### src/rtl/sumsq_pkg.sv
// Shared types for the sum-of-squares issue stage.
// State encoding and radicand width helper.
package sumsq_pkg;

  typedef enum logic [1:0] {
    IDLE,
    MUL_X,
    MUL_Y,
    ISSUE
  } state_t;

  function automatic int rad_w(input int in_w);
    return 2 * in_w + 2;
  endfunction

endpackage

### src/rtl/sumsq_issue_serial_sq_step.sv
// One shift-add multiply iteration, shared by both squares.
// Pure combinational: next mcand/mplr/acc from current ones.
module serial_sq_step #(
  parameter int IN_W  = 4,
  parameter int RAD_W = 10
) (
  input  logic [RAD_W-1:0] mcand,
  input  logic [IN_W-1:0]  mplr,
  input  logic [RAD_W-1:0] acc,
  output logic [RAD_W-1:0] mcand_n,
  output logic [IN_W-1:0]  mplr_n,
  output logic [RAD_W-1:0] acc_n
);

  // Conditional add of the multiplicand, then shift both operands.
  always_comb begin
    acc_n   = mplr[0] ? acc + mcand : acc;
    mcand_n = mcand << 1;
    mplr_n  = mplr >> 1;
  end

endmodule

### src/rtl/sumsq_issue.sv
// Computes x*x + y*y serially and issues it to the sqrt core.
// SUMSQ_SIGNED_EN: treat in_x/in_y as two's complement.
module sumsq_issue
  import sumsq_pkg::*;
#(
  parameter int IN_W = 4
) (
  input  logic                    clk,
  input  logic                    rst,
  input  logic                    in_valid,
  output logic                    in_ready,
  input  logic [IN_W-1:0]         in_x,
  input  logic [IN_W-1:0]         in_y,
  input  logic                    sq_busy,
  output logic                    sq_start,
  output logic [rad_w(IN_W)-1:0]  sq_rad
);

  localparam int RAD_W = rad_w(IN_W);
  localparam int CNT_W = $clog2(IN_W + 1);

  state_t             state;
  state_t             state_n;
  logic [CNT_W-1:0]   cnt;
  logic               last;
  logic [RAD_W-1:0]   acc;
  logic [RAD_W-1:0]   mcand;
  logic [IN_W-1:0]    mplr;
  logic [IN_W-1:0]    y_mag;
  logic [RAD_W-1:0]   rad_q;
  logic [RAD_W-1:0]   acc_n;
  logic [RAD_W-1:0]   mcand_n;
  logic [IN_W-1:0]    mplr_n;

`ifdef SUMSQ_SIGNED_EN
  function automatic logic [IN_W-1:0] mag(
    input logic [IN_W-1:0] v
  );
    return v[IN_W-1] ? -v : v;
  endfunction
`else
  function automatic logic [IN_W-1:0] mag(
    input logic [IN_W-1:0] v
  );
    return v;
  endfunction
`endif

  serial_sq_step #(
    .IN_W  (IN_W),
    .RAD_W (RAD_W)
  ) u_step (
    .mcand   (mcand),
    .mplr    (mplr),
    .acc     (acc),
    .mcand_n (mcand_n),
    .mplr_n  (mplr_n),
    .acc_n   (acc_n)
  );

  assign last = (cnt == CNT_W'(IN_W - 1));

  // Start cycle exposes the final sum directly, then the held copy.
  assign sq_rad = sq_start ? acc : rad_q;

  // State register.
  always_ff @(posedge clk) begin
    if (rst) state <= IDLE;
    else     state <= state_n;
  end

  // Next-state and handshake decode.
  always_comb begin
    state_n  = state;
    in_ready = 1'b0;
    sq_start = 1'b0;
    unique case (state)
      IDLE: begin
        in_ready = 1'b1;
        if (in_valid) state_n = MUL_X;
      end
      MUL_X: begin
        if (last) state_n = MUL_Y;
      end
      MUL_Y: begin
        if (last) state_n = ISSUE;
      end
      ISSUE: begin
        sq_start = !sq_busy;
        if (!sq_busy) state_n = IDLE;
      end
      default: state_n = IDLE;
    endcase
  end

  // Operand load, shift-add iterations and radicand hold.
  always_ff @(posedge clk) begin
    if (rst) begin
      acc   <= '0;
      mcand <= '0;
      mplr  <= '0;
      y_mag <= '0;
      cnt   <= '0;
      rad_q <= '0;
    end else begin
      unique case (state)
        IDLE: begin
          if (in_valid) begin
            mcand <= RAD_W'(mag(in_x));
            mplr  <= mag(in_x);
            y_mag <= mag(in_y);
            acc   <= '0;
            cnt   <= '0;
          end
        end
        MUL_X: begin
          acc <= acc_n;
          if (last) begin
            mcand <= RAD_W'(y_mag);
            mplr  <= y_mag;
            cnt   <= '0;
          end else begin
            mcand <= mcand_n;
            mplr  <= mplr_n;
            cnt   <= cnt + CNT_W'(1);
          end
        end
        MUL_Y: begin
          acc   <= acc_n;
          mcand <= mcand_n;
          mplr  <= mplr_n;
          cnt   <= last ? '0 : cnt + CNT_W'(1);
        end
        ISSUE: begin
          if (sq_start) rad_q <= acc;
        end
        default: ;
      endcase
    end
  end

endmodule
### config.mk
export PLATFORM = sky130hd
export DESIGN_NAME = sumsq_issue
export DESIGN_NICKNAME = d
export VERILOG_FILES = /design/src/rtl/sumsq_pkg.sv /design/src/rtl/sumsq_issue_serial_sq_step.sv /design/src/rtl/sumsq_issue.sv
export SDC_FILE = /design/constraint.sdc
export NUM_CORES = 1
export LEC_CHECK = 0
export ABC_AREA = 1
export BUFFER_PORTS_ARGS = -buffer_cell sky130_fd_sc_hd__buf_2
export CAP_MARGIN = 20
export CORE_MARGIN = 2
export CORE_UTILIZATION = 50
export DETAILED_ROUTE_END_ITERATION = 10
export HOLD_SLACK_MARGIN = 0.03
export PLACE_DENSITY = 0.69
export SLEW_MARGIN = 20
export SYNTH_ARGS = -nofsm -noshare
export SYNTH_HDL_FRONTEND = slang
export SYNTH_HIERARCHICAL = 1
export SYNTH_SLANG_ARGS = --single-unit
### constraint.sdc
create_clock -name clk -period 1.9 [get_ports clk]
set_input_delay 0.285 -clock clk [delete_from_list [all_inputs] [get_ports clk]]
set_output_delay 0.285 -clock clk [all_outputs]
set_load 0.005 [all_outputs]
# Yosys cells after proc, flatten, opt, wreduce, memory -nomap -nowiden
# Index checks and enable logic that the tools add are counted.
[totals]
regBits = 43
inputBits = 12
elab_cells = 48
[op_classes]
n_addsub = 2
eq_ne = 9
mux = 20
n_reduce_logical = 10
[op_table]
columns = ["op", "n"]
rows = [
  ["$mux W10", 5],
  ["$pmux W10 S3", 1],
  ["$pmux W10 S2", 1],
  ["$pmux W4 S3", 1],
  ["$add A10 B10 Y10", 1],
  ["$mux W2", 4],
  ["$mux W4", 2],
  ["$ne A2 B2 Y1 const B", 4],
  ["$pmux W2 S4", 1],
  ["$mux W3", 2],
  ["$pmux W3 S2", 1],
  ["$reduce_and A2 Y1", 3],
  ["$eq A2 B2 Y1 const B", 2],
  ["$reduce_and A4 Y1", 1],
  ["$add A3 B1 Y3 const B", 1],
  ["$eq A3 B2 Y1 const B", 1],
  ["$reduce_and A3 Y1", 1],
  ["$reduce_bool A3 Y1", 1],
  ["$eq A2 B1 Y1 const B", 1],
  ["$logic_not A2 Y1", 1],
  ["$mux W1", 2],
  ["$ne A2 B1 Y1 const B", 1],
  ["$reduce_bool A2 Y1", 1],
  ["$reduce_or A2 Y1", 1],
  ["$logic_not A1 Y1", 1],
]

# Longest topological paths before layout
[logic_depth]
depth_word = 4
ltp_mapped = 12

# Cells and area by module
# The synthesis kept the hierarchy.
[modules_own_cells]
columns = ["module", "instances", "cells_per_inst", "area_per_inst_um2"]
rows = [
  ["sumsq_issue", 1, 277, 2020.7],
  ["serial_sq_step", 1, 117, 668.1],
]

# Worst setup path before layout
# OpenSTA, ideal clock, no wires.
[synth_timing]
path_type = "register -> register"
from = "register acc[0]"
to = "register acc[6]"
setup_time_ns = 0.143
arrival_ns = 1.511
t_required_ns = 1.757
setup_slack_ns = 0.246
path_stages_with_launch = 11
period_less_slack_ns = 1.654
path_cell_list = "dfxtp_1 > ha_1 > fa_1 > nand3_1 > nand2_1 > nand3_1 > nand3b_1 > nand3_1 > nand2_1 > nand2_1 > a21oi_2"
[synth_via]
elab_chain_cells = 3
[synth_rtl]
columns = ["item", "line", "rtl"]
rows = [
  ["start: declaration", "sumsq_issue.sv:26", "logic [RAD_W-1:0] acc;"],
  ["start signal: assignment", "sumsq_issue.sv:117", "acc <= acc_n;"],
  ["start signal: assignment", "sumsq_issue.sv:129", "acc <= acc_n;"],
  ["$add A10 B10 Y10", "sumsq_issue_serial_sq_step.sv:17", "acc_n = mplr[0] ? acc + mcand : acc;"],
  ["$mux W10", "sumsq_issue_serial_sq_step.sv:17", ""],
  ["named net acc_n[6]", "sumsq_issue.sv:31", "logic [RAD_W-1:0] acc_n;"],
  ["$pmux W10 S2", "sumsq_issue.sv:106", "unique case (state)"],
]
# The timed path passes the listed nets, and every way through them passes these cells. The select of a mux whose other input is x is not followed.
# A chain may end at the register's enable or synchronous reset.

# Worst setup path after layout
[layout_timing]
from = "register state[0]"
to = "output sq_rad[9]"
[layout_via]
elab_chain_cells = 3
[layout_rtl]
columns = ["item", "line", "rtl"]
rows = [
  ["start: declaration", "sumsq_issue.sv:22", "state_t state;"],
  ["start signal: assignment", "sumsq_issue.sv:69", "else state <= state_n;"],
  ["$eq A2 B2 Y1", "sumsq_issue.sv:77", "unique case (state)"],
  ["$mux W1", "sumsq_issue.sv:77", ""],
  ["$mux W10", "--", ""],
  ["end: declaration", "sumsq_issue.sv:16", "output logic [rad_w(IN_W)-1:0] sq_rad"],
]
# No other way between the ends.

==> flow_summary_export.csv <==
group,metric,value,unit
clocking,clock_path_buffers,2,
die,die-area,0.005980,mm2
clocking,cts_sinks,43,
yosys,synth_simple_gate_area_share,30.85,%
global_routing,antenna_found_initial,0,
layout,layout_common_cells,"nand2_1, nor2_1, inv_1",
layout,area_delta_synth_final,8.655,%
placed_design,gp_congestion,0.8680,
power_and_ir_drop,p_int,2.101,mW
yosys,syn_inst,394,
power_and_ir_drop,p_leak,1.454,nW
power_and_ir_drop,pwr-share-clk,20.4,%
power_and_ir_drop,p_switching,1.607,mW
die,ios,24,
power_and_ir_drop,comb_power_share,47.1,%
yosys,ys_types,34,
yosys,ys_seq_area_share,32.01,%
power_and_ir_drop,seq_power_share,32.6,%
clocking,cts_hold_buf,0,
power_and_ir_drop,swShare,43.34,%
critical_path,start_kind,"flop",
layout,drive_above_1_share,19.66,%
die,die_x,77.33,um
die,start_util,52.31,%
global_routing,grt_max_degree,30,
clocking,cts_tree,"done",
yosys,synth_top_family_by_area,"simple AND/OR/NAND/NOR gates",
yosys,synthXorXnorAreaFrac,1.303,%
placed_design,placed_cell_area,0.002766,mm2
yosys,muxShareOfSynthArea,0,%
yosys,synth-compound-area-share,14.94,%
yosys,syn_area,0.002689,mm2
yosys,ys.flop_type,"dfxtp_1",
clocking,path_clk_slew,80,ps
hold_path,hp-class,"in -> reg",
global_routing,overflow,0,
yosys,synth-adder-area-share,7.259,%
yosys,ys_ff_latch,43,
timing,fin_crit,1803,ps
die,core_area,0.005140,mm2
critical_path,crit_required,1620,ps
timing,fmax,0.5545,GHz
yosys,synth_top_area_cell,"dfxtp_1",
timing,rsz0062_at_grt,"yes",
timing,fin_skew,9.197,ps
layout,antenna_cells,0,
detailed_routing,wl,5.820,mm
detailed_routing,drtIter0Drc,90,
clocking,numCtsBuffers,5,
detailed_routing,viasPerCell,5.015,
timing,slew_viol_final,0,
power_and_ir_drop,ir_drop,0.7550,mV
detailed_routing,drc,0,
yosys,yosys_warnings,6,
timing,setup_viol,0,
critical_path,cp_common_cell,"inv_1",
run_status,status,"finished, final reports clean",
yosys,synth_top_area_share,32.01,%
critical_path,cp_max_fo,11,
placed_design,port_buffers,23,
yosys,syn_avg_cell_area,6.824,um2
detailed_routing,ant_nets,0,
power_and_ir_drop,powerDensity,1269,mW/mm2
critical_path,rr_worst_depth,11,
yosys,synth-edff-count,0,
detailed_routing,dr.pass1.iters,4,
timing,setup_tns,0,ps
critical_path,cp.arrival,1520,ps
critical_path,worstSetupPathType,"reg -> out",
yosys,postSynth.asyncResetShare,0,%
critical_path,cpPeakStageDelay,360,ps
die,die_y,77.33,um
critical_path,crit_chain,"ha_1, inv_1, or2_4, o21ai_1, inv_1, buf_2",
detailed_routing,vias,2392,
hold_path,whs_path_depth,3,
layout,layout.nets,433,
layout,finalInstanceArea,0.002922,mm2
die,rows,26,
flow_run,maxCapViolCount,0,
critical_path,slowest_stage,"dfxtp_2",
global_routing,grt_pass1_vias,2166,
global_routing,grt_pass1_wl,9.480,mm
timing,hold_viol_final,0,
placed_design,hpwl,4.045,mm
critical_path,cp-end-kind,"primary output",
layout,layout_commonest_cell,"nand2_1",
timing,post-route-period-util,94.92,%
clocking,clkLatencyLatePin,300,ps
detailed_routing,wl_per_cell,12.20,um
clocking,htree_levels,2,
clocking,postCtsSetupRepairBufs,0,
global_routing,grt.total_usage,19.34,%
clocking,cts-root-buf,"clkbuf_8",
yosys,synth_area_leaders,"dfxtp_1, nand2_1, ha_1",
==> flip-flops by register name (all words and copies together), names as in the netlist <==
register and flops:
state 2, cnt 3, y_mag 4, mcand 10, acc 10, rad_q 10, mplr 4
==> kinds of logic (layout without fill, tap and decap cells) <==
family          Yosys count  count (layout)
simple gates            193             194
fa+ha+maj                15              15
flops                    43              43
compound gates           67              67
other cells               1               2
xor+xnor                  4               4
buf+inv                  71              82
==> cell usage after synthesis (2+ instances only) <==
master and n:
nand2_1 104, nor2_1 45, dfxtp_1 43, inv_1 42, a21oi_1 24, o21ai_0 24, buf_4 16, nand3_1 15
ha_1 14, nand2_2 13, a21oi_2 11, nand4_1 7, a22oi_1 4, clkbuf_1 4, buf_2 3, xnor2_1 3
inv_2 2, nand2_4 2, nand3b_1 2, nor3_1 2
==> worst max-delay path: cells and delay by family (launching register included) <==
kind                       cells  cell delay (ps)
buffers and inverters          3              240
adders and majority gates      1              160
DFF                            1              360
and+or+nand+nor                1              290
AOI/OAI and AO/OA              1              170
==> per-layer routing <==
metal / global-route usage [%] / up-vias / part of all wire, % / wire length (um)
li1: - / 1258 / - / -
met3: 2.791 / 9 / 3.4 / 197
met2: 34.87 / 41 / 49 / 2824
met5: 0 / - / 0 / 0
met4: 6.250 / 0 / 1.4 / 83
met1: 23.61 / 1084 / 47 / 2714
==> final timing paths <==
| check | end | slack, ps | from |
|---|---|---|---|
| setup reg to reg | acc[8]$_SDFFE_PP0P_ | 180 | acc[0]$_SDFFE_PP0P_ |
| setup / recovery | sq_rad[9] | 100 | state[0]$_SDFFE_PP0P_ |
| hold / removal | y_mag[0]$_SDFFE_PP0P_ | 240 | in_y[0] |
| hold reg to reg | cnt[2]$_SDFFE_PP0P_ | 470 | cnt[2]$_SDFFE_PP0P_ |
==> through the flow <==
stage	util (%)	power (mW)	std cells	hold WS, ps	worst slack [ps]
after floorplan	-	2.650	395	438.3	246.0
after global placement	53.82	2.913	468	447.1	138.8
after detailed placement	53.82	2.930	468	461.8	113.7
after global routing	56.84	3.993	477	251.3	-25.32
after CTS	56.16	3.699	476	243.3	39.03
final	56.84	3.709	477	244.1	96.60
==> power groups by stage <==
stage          registers (mW)  clock network (mW)  logic (mW)
3_3_place_gp             1.21                   0        1.70
4_1_cts                  1.20               0.775        1.73
5_1_grt                  1.23               0.807        1.96
2_1_floorplan            1.17                   0        1.48
6_report                 1.21               0.755        1.75
3_5_place_dp             1.22                   0        1.71
==> what timing repair did <==
item                       4_1_cts  5_1_grt
resized for setup               11       10
setup endpoints to repair       10       13
pin swaps                        0        0
cloned                           0        1
hold endpoints to repair         0        0
==> area by class of cell <==
cell class	instances	area [um2]
Fill cell	510	2218
Timing Repair Buffer	29	172.7
Multi-Input combinational cell	282	1504
Tap cell	70	87.58
Clock inverter	2	35.03
Clock buffer	6	82.58
Sequential cell	43	863.3
Inverter	45	176.4
(Power assumes the default switching activity.)
